**src/rtl/data_mem_init.sv**
```systemverilog
// ---------------------------------------------------------------------------
// data_mem_init
//   Parametrised data memory that sits between the core's load/store unit and
//   the top level. It has one combinational read port and one synchronous
//   write port. After reset a sequencer clears every entry to CLR_VAL and
//   then writes a fixed constant table. Ready tells the core that the memory
//   may be used.
//
//   Optional build macro: DMEM_PARITY_EN
//     When defined, each entry also stores an even-parity bit. ParityErr then
//     flags a parity mismatch on the entry at RdAddr.
//     When undefined, ParityErr is tied to 0.
//     The port list is the same in both builds.
//
// Parameters
//   W        data width per entry
//   A        address width (depth = 2**A)
//   CLR_VAL  value written to every entry by the clear sweep
//
// Ports
//   Clk        clock; all writes happen on the rising edge
//   Reset      asynchronous, active-high reset
//   WriteEn    store request; ignored until Ready
//   WrAddr     write address
//   DataIn     write data
//   RdAddr     read address
//   DataOut    read data (combinational, 0 while not Ready)
//   Ready      high once initialisation is complete
//   ParityErr  parity mismatch on the current read (0 while not Ready)
// ---------------------------------------------------------------------------
module data_mem_init #(
  parameter int           W       = 8,
  parameter int           A       = 8,
  parameter logic [W-1:0] CLR_VAL = '0
) (
  input  logic         Clk,
  input  logic         Reset,
  input  logic         WriteEn,
  input  logic [A-1:0] WrAddr,
  input  logic [W-1:0] DataIn,
  input  logic [A-1:0] RdAddr,
  output logic [W-1:0] DataOut,
  output logic         Ready,
  output logic         ParityErr
);

  localparam int DEPTH = 2 ** A;
  localparam int NPRE  = 12;
`ifdef DMEM_PARITY_EN
  localparam int MW = W + 1;
`else
  localparam int MW = W;
`endif

  typedef enum logic [1:0] {CLEAR, PRELOAD, RUN} state_t;

  state_t       state_q, state_d;
  logic [A:0]   cnt_q, cnt_d;     // one extra bit so the carry out marks the end of the sweep
  logic [3:0]   idx_q, idx_d;
  logic         ready_q, ready_d;

  // Constant preload table, applied in index order
  function automatic logic [31:0] pre_addr(input logic [3:0] i);
    case (i)
      4'd0:  pre_addr = 32'd52;
      4'd1:  pre_addr = 32'd53;
      4'd2:  pre_addr = 32'd54;
      4'd3:  pre_addr = 32'd55;
      4'd4:  pre_addr = 32'd56;
      4'd5:  pre_addr = 32'd57;
      4'd6:  pre_addr = 32'd58;
      4'd7:  pre_addr = 32'd59;
      4'd8:  pre_addr = 32'd60;
      4'd9:  pre_addr = 32'd128;
      4'd10: pre_addr = 32'd129;
      4'd11: pre_addr = 32'd130;
      default: pre_addr = 32'd0;
    endcase
  endfunction

  function automatic logic [7:0] pre_val(input logic [3:0] i);
    case (i)
      4'd0:  pre_val = 8'h60;
      4'd1:  pre_val = 8'h48;
      4'd2:  pre_val = 8'h78;
      4'd3:  pre_val = 8'h72;
      4'd4:  pre_val = 8'h6A;
      4'd5:  pre_val = 8'h69;
      4'd6:  pre_val = 8'h5C;
      4'd7:  pre_val = 8'h7E;
      4'd8:  pre_val = 8'h7B;
      4'd9:  pre_val = 8'h01;
      4'd10: pre_val = 8'hFF;
      4'd11: pre_val = 8'h40;
      default: pre_val = 8'h00;
    endcase
  endfunction

  logic [31:0]  pa;
  logic [7:0]   pv;
  assign pa = pre_addr(idx_q);
  assign pv = pre_val(idx_q);

  // Write-port arbitration: the sequencer owns the port until RUN
  logic         we;
  logic [A-1:0] waddr;
  logic [W-1:0] wdata;

  always_comb begin
    state_d = state_q;
    cnt_d   = cnt_q;
    idx_d   = idx_q;
    ready_d = ready_q;
    we      = 1'b0;
    waddr   = '0;
    wdata   = '0;
    case (state_q)
      CLEAR: begin
        we    = 1'b1;
        waddr = cnt_q[A-1:0];
        wdata = CLR_VAL;
        cnt_d = cnt_q + 1'b1;
        if (cnt_d[A]) begin
          state_d = PRELOAD;
          idx_d   = '0;
        end
      end
      PRELOAD: begin
        // Out-of-range table entries still use up their cycle
        we    = (pa < 32'(DEPTH));
        waddr = pa[A-1:0];
        wdata = W'(pv);
        idx_d = idx_q + 1'b1;
        if (idx_q == 4'(NPRE - 1)) begin
          state_d = RUN;
          ready_d = 1'b1;
        end
      end
      RUN: begin
        we    = WriteEn;
        waddr = WrAddr;
        wdata = DataIn;
      end
      default: state_d = CLEAR;
    endcase
  end

  always_ff @(posedge Clk or posedge Reset) begin
    if (Reset) begin
      state_q <= CLEAR;
      cnt_q   <= '0;
      idx_q   <= '0;
      ready_q <= 1'b0;
    end else begin
      state_q <= state_d;
      cnt_q   <= cnt_d;
      idx_q   <= idx_d;
      ready_q <= ready_d;
    end
  end

  // Storage: contents are not reset; the sequencer rebuilds them
  logic [MW-1:0] mem_q [DEPTH];
  logic [MW-1:0] wentry;
  logic [MW-1:0] rentry;

`ifdef DMEM_PARITY_EN
  assign wentry = {^wdata, wdata};  // even parity over the whole stored word
`else
  assign wentry = wdata;
`endif

  always_ff @(posedge Clk) begin
    if (we && !Reset) mem_q[waddr] <= wentry;
  end

  assign rentry  = mem_q[RdAddr];
  assign Ready   = ready_q;
  assign DataOut = ready_q ? rentry[W-1:0] : '0;

`ifdef DMEM_PARITY_EN
  assign ParityErr = ready_q & (^rentry);
`else
  assign ParityErr = 1'b0;
`endif

endmodule
```
**config.mk**
```make
export PLATFORM = sky130hd
export DESIGN_NAME = data_mem_init
export DESIGN_NICKNAME = d
export VERILOG_FILES = /design/src/rtl/data_mem_init.sv
export SDC_FILE = /design/constraint.sdc
export NUM_CORES = 2
export LEC_CHECK = 0
export BUFFER_PORTS_ARGS = -buffer_cell sky130_fd_sc_hd__buf_4
export CAP_MARGIN = 0
export CORE_AREA = 2 2 388 390
export CTS_CLUSTER_DIAMETER = 30
export CTS_CLUSTER_SIZE = 14
export DETAILED_ROUTE_END_ITERATION = 10
export DIE_AREA = 0 0 390 392
export PLACE_DENSITY = 0.68
export SLEW_MARGIN = 15
export SYNTH_ARGS = -nofsm -noshare
export SYNTH_HDL_FRONTEND = slang
export SYNTH_SLANG_ARGS = --single-unit
export TNS_END_PERCENT = 10
```
**constraint.sdc**
```tcl
create_clock -name Clk -period 38.5 [get_ports Clk]
set_input_delay 0 -clock Clk [delete_from_list [all_inputs] [get_ports Clk]]
set_output_delay 0 -clock Clk [all_outputs]
set_load 0.01 [all_outputs]
```
==> run_results.csv <==
group,metric,value,unit
floorplanning,ioPinCount,37,
clocking,cts_max_level,5,
power,swShare,0.204,
drt,routedWlPerCell,32.4,um
global_route,grt_overflow,0,
clocking,numClockSinks,2064,
yosys,async_flop_share,0.00775,
timing,setup_viol,0,
timing,finalSetupTns,0,ps
floorplanning,die_y,392,um
yosys,ys_ff_latch,2064,
global_route,antenna_found_initial,9,
yosys,yosysTopAreaCell,"edfxtp_1",
power,power.leakage,26.0,nW
setup_path,critPathRequiredTime,38500,ps
drt,drt_first_pass_iters,7,
setup_path,start_kind,"input port",
yosys,synth_area_per_cell,20.5,um^2
finish,syn2layout_area_growth,18.2,%
yosys,synth.net_count,4008,
global_route,grt_max_degree,206,
floorplanning,std_cell_rows,142,
drt,vias,42100,
power,peakVddDrop,0.0546,mV
floorplanning,core,149000,um^2
timing,skew,41.2,ps
timing,final.period_utilization,0.136,
power,pwr-share-clk,0.566,
floorplanning,dieWidth,390,um
placement,portBuffers,35,
clocking,clk_latency,940,ps
placement,post-place-cells,5781,
setup_path,cp_slowest_stage_delay,790,ps
clocking,cts_resized,0,
setup_path,endpoint_kind,"output port",
finish,layout.cells.non_filler,6445,
setup_path,critPathMostFrequentCell,"buf_4",
timing,finalWorstSetupSlack,33250,ps
setup_path,critPathKind,"input port to output port",
floorplanning,initial_core_util,0.546,
yosys,synth_cell_type_count,76,
power,seqPwrFrac,0.415,
yosys,synth_top_area_frac,0.757,
yosys,synthesis.area,81200,um^2
timing,finalCriticalPeriod,5250,ps
drt,drc,0,
setup_path,r2r_slack,33430,ps
setup_path,crit_path_top_delay_cell,"buf_4",
drt,viasPerCell,6.54,
min_path,hold_class,"input port to flip-flop",
timing,finalMaxSlewViolations,0,
timing,maxSlewHeadroom,0.172,
yosys,syn_inst,3966,
placement,place_ws,32910,ps
power,pwr_density_cell,61.2,nW/um^2
yosys,synth_area_leaders,"edfxtp_1, mux4_2, mux2i_1, nor2_1, o221ai_1",
timing,max_freq,191,MHz
placement,place.gp.congestion,0.848,
yosys,synth_edf_count,2048,
finish,finalNetCount,4259,
clocking,hold_buffers,3,
power,comb_power_share,0.020,
yosys,ys_warn_count,0,
clocking,post-cts-setup-buffers,0,
global_route,grt_pass1_wl,301,mm
setup_path,path_cells,"buf_8, buf_4, buf_4, buf_4, buf_4, mux4_2, mux4_2, a211o_1, nand4_1, o32ai_2, buf_4",
power,p_int,4.68,mW
run,cap_violations,0,
yosys,synth_ff_type,"edfxtp_1",
clocking,path_clk_slew,50,ps
timing,rsz0062_at_grt,"false",
global_route,grt_pass1_vias,42500,
drt,wl,209,mm
clocking,cts_root_buffer,"clkbuf_16",
timing,worst_pin_slew,1240,ps
drt,final_antenna_net_count,0,
timing,hold_violations,0,
setup_path,arrival,5250,ps
placement,dp_hpwl,122,mm
power,p_switching,1.20,mW
finish,layout-drive-gt1-share,0.262,
drt,first_iter_violations,5410,
timing,holdWs,31.2,ps
floorplanning,die_area,153000,um^2
clocking,tritoncts,"yes",
global_route,track_usage,0.275,
yosys,yosysSeqAreaShare,0.762,
clocking,cts_made_buffers,373,
clocking,clk_path_buf_depth,4,
setup_path,worstPathMaxFanout,47,
status,status,"complete, no violations",
## cells in the mapped netlist (14+ instances only)
| cell | instances |
|---|---|
| a21oi_1 | 68 |
| o21ai_0 | 65 |
| edfxtp_1 | 2048 |
| o221ai_1 | 101 |
| o22ai_1 | 56 |
| nand4_1 | 16 |
| buf_6 | 40 |
| and2_1 | 14 |
| nor3_1 | 20 |
| nand3_1 | 25 |
| buf_2 | 55 |
| buf_1 | 19 |
| dfrtp_1 | 16 |
| clkbuf_1 | 97 |
| mux4_2 | 414 |
| a22oi_1 | 53 |
| mux2i_1 | 247 |
| nand2_1 | 59 |
| ha_1 | 15 |
| buf_8 | 17 |
| nor2_1 | 300 |
## power groups by stage
stage	registers [mW]	clock network (mW)	logic (mW)
floorplan	2.48	0	0.0808
global placement	2.48	0	0.114
detailed placement	2.48	0	0.115
CTS	2.44	3.34	0.115
global route	2.43	3.45	0.120
finish	2.44	3.32	0.116
## through the flow
| stage | area, um^2 | utilization | power [mW] |
|---|---|---|---|
| 2_1_floorplan | 81200 | - | 2.56 |
| 3_3_place_gp | 83200 | 0.559 | 2.59 |
| 3_5_place_dp | 83200 | 0.559 | 2.59 |
| 4_1_cts | 96000 | 0.645 | 5.89 |
| 5_1_grt | 96000 | 0.645 | 6.01 |
| 6_report | 96000 | 0.645 | 5.87 |
## critical path: cells and delay by family
| kind | cells | cell delay [ps] |
|---|---|---|
| simple gates | 1 | 120 |
| buf+inv | 6 | 3260 |
| compound gates | 2 | 510 |
| mux | 2 | 1140 |
## sequential cells by signal, summed over array words and instances, names as in the netlist
| name | flops |
|---|---|
| mem_q | 2048 |
| Ready | 1 |
| idx_q | 4 |
| state_q | 2 |
| cnt_q | 9 |
## cell families after synthesis
| kind of cell | synth area share |
|---|---|
| adder cells (fa/ha/maj) | 0.00231 |
| other | 0.0000462 |
| multiplexers | 0.148 |
| AND/OR/NAND/NOR | 0.0272 |
| AO/OA/AOI/OAI | 0.0393 |
| XOR/XNOR | 0.000863 |
| flip-flops | 0.762 |
| buffers and inverters | 0.0201 |
## cell usage in the layout (no fill, tap or decap), types with 6 or more instances in the layout
| master | instances |
|---|---|
| buf_12 | 9 |
| and2_1 | 13 |
| o21ai_0 | 65 |
| a22o_1 | 10 |
| inv_8 | 9 |
| inv_6 | 44 |
| nor2b_4 | 8 |
| nand2_1 | 58 |
| clkinv_1 | 29 |
| clkinvlp_4 | 42 |
| nor2_1 | 299 |
| bufinv_16 | 60 |
| a221oi_1 | 13 |
| nand3_1 | 25 |
| o22ai_1 | 56 |
| ha_1 | 15 |
| buf_4 | 106 |
| a2111oi_0 | 8 |
| nor3_1 | 18 |
| o221ai_1 | 101 |
| nor4_1 | 6 |
| o31ai_1 | 6 |
| nand4_1 | 16 |
| inv_1 | 10 |
| a211o_1 | 10 |
| clkinv_2 | 45 |
| clkbuf_1 | 22 |
| edfxtp_1 | 2048 |
| a21oi_1 | 68 |
| mux2_2 | 11 |
| dfrtp_1 | 16 |
| mux2i_1 | 247 |
| a22oi_1 | 53 |
| clkbuf_16 | 378 |
| clkinv_4 | 25 |
| nand2b_1 | 11 |
| mux4_2 | 414 |
## layer usage
layer / part of all wire / track usage
met4: 0.036 / 0.104
met3: 0.12 / 0.0808
met2: 0.47 / 0.422
met1: 0.38 / 0.378
met5: 0.00026 / 0
## final timing paths
path	from	to	cells after the start
max reg2reg	idx_q[0]	mem_q[133][5]	9
max	RdAddr[0]	DataOut[6]	11
min	DataIn[7]	mem_q[50][7]	4
min in group asynchronous	Reset	idx_q[0]	4
max in group asynchronous	Reset	state_q[1]	4
min reg2reg	cnt_q[7]	cnt_q[7]	1
## layout make-up
| cell class | count | area (um^2) |
|---|---|---|
| diodes | 2 | 5.00 |
| clock buffers | 400 | 9540 |
| clock inverters | 257 | 3210 |
| fillers | 9653 | 52900 |
| inverters | 13 | 53.8 |
| multi-input cells | 1645 | 17800 |
| flip-flops and latches | 2064 | 61900 |
| well taps | 1944 | 2430 |
| repair buffers | 120 | 1040 |
No activity file was read; power rests on OpenSTA's default activity.
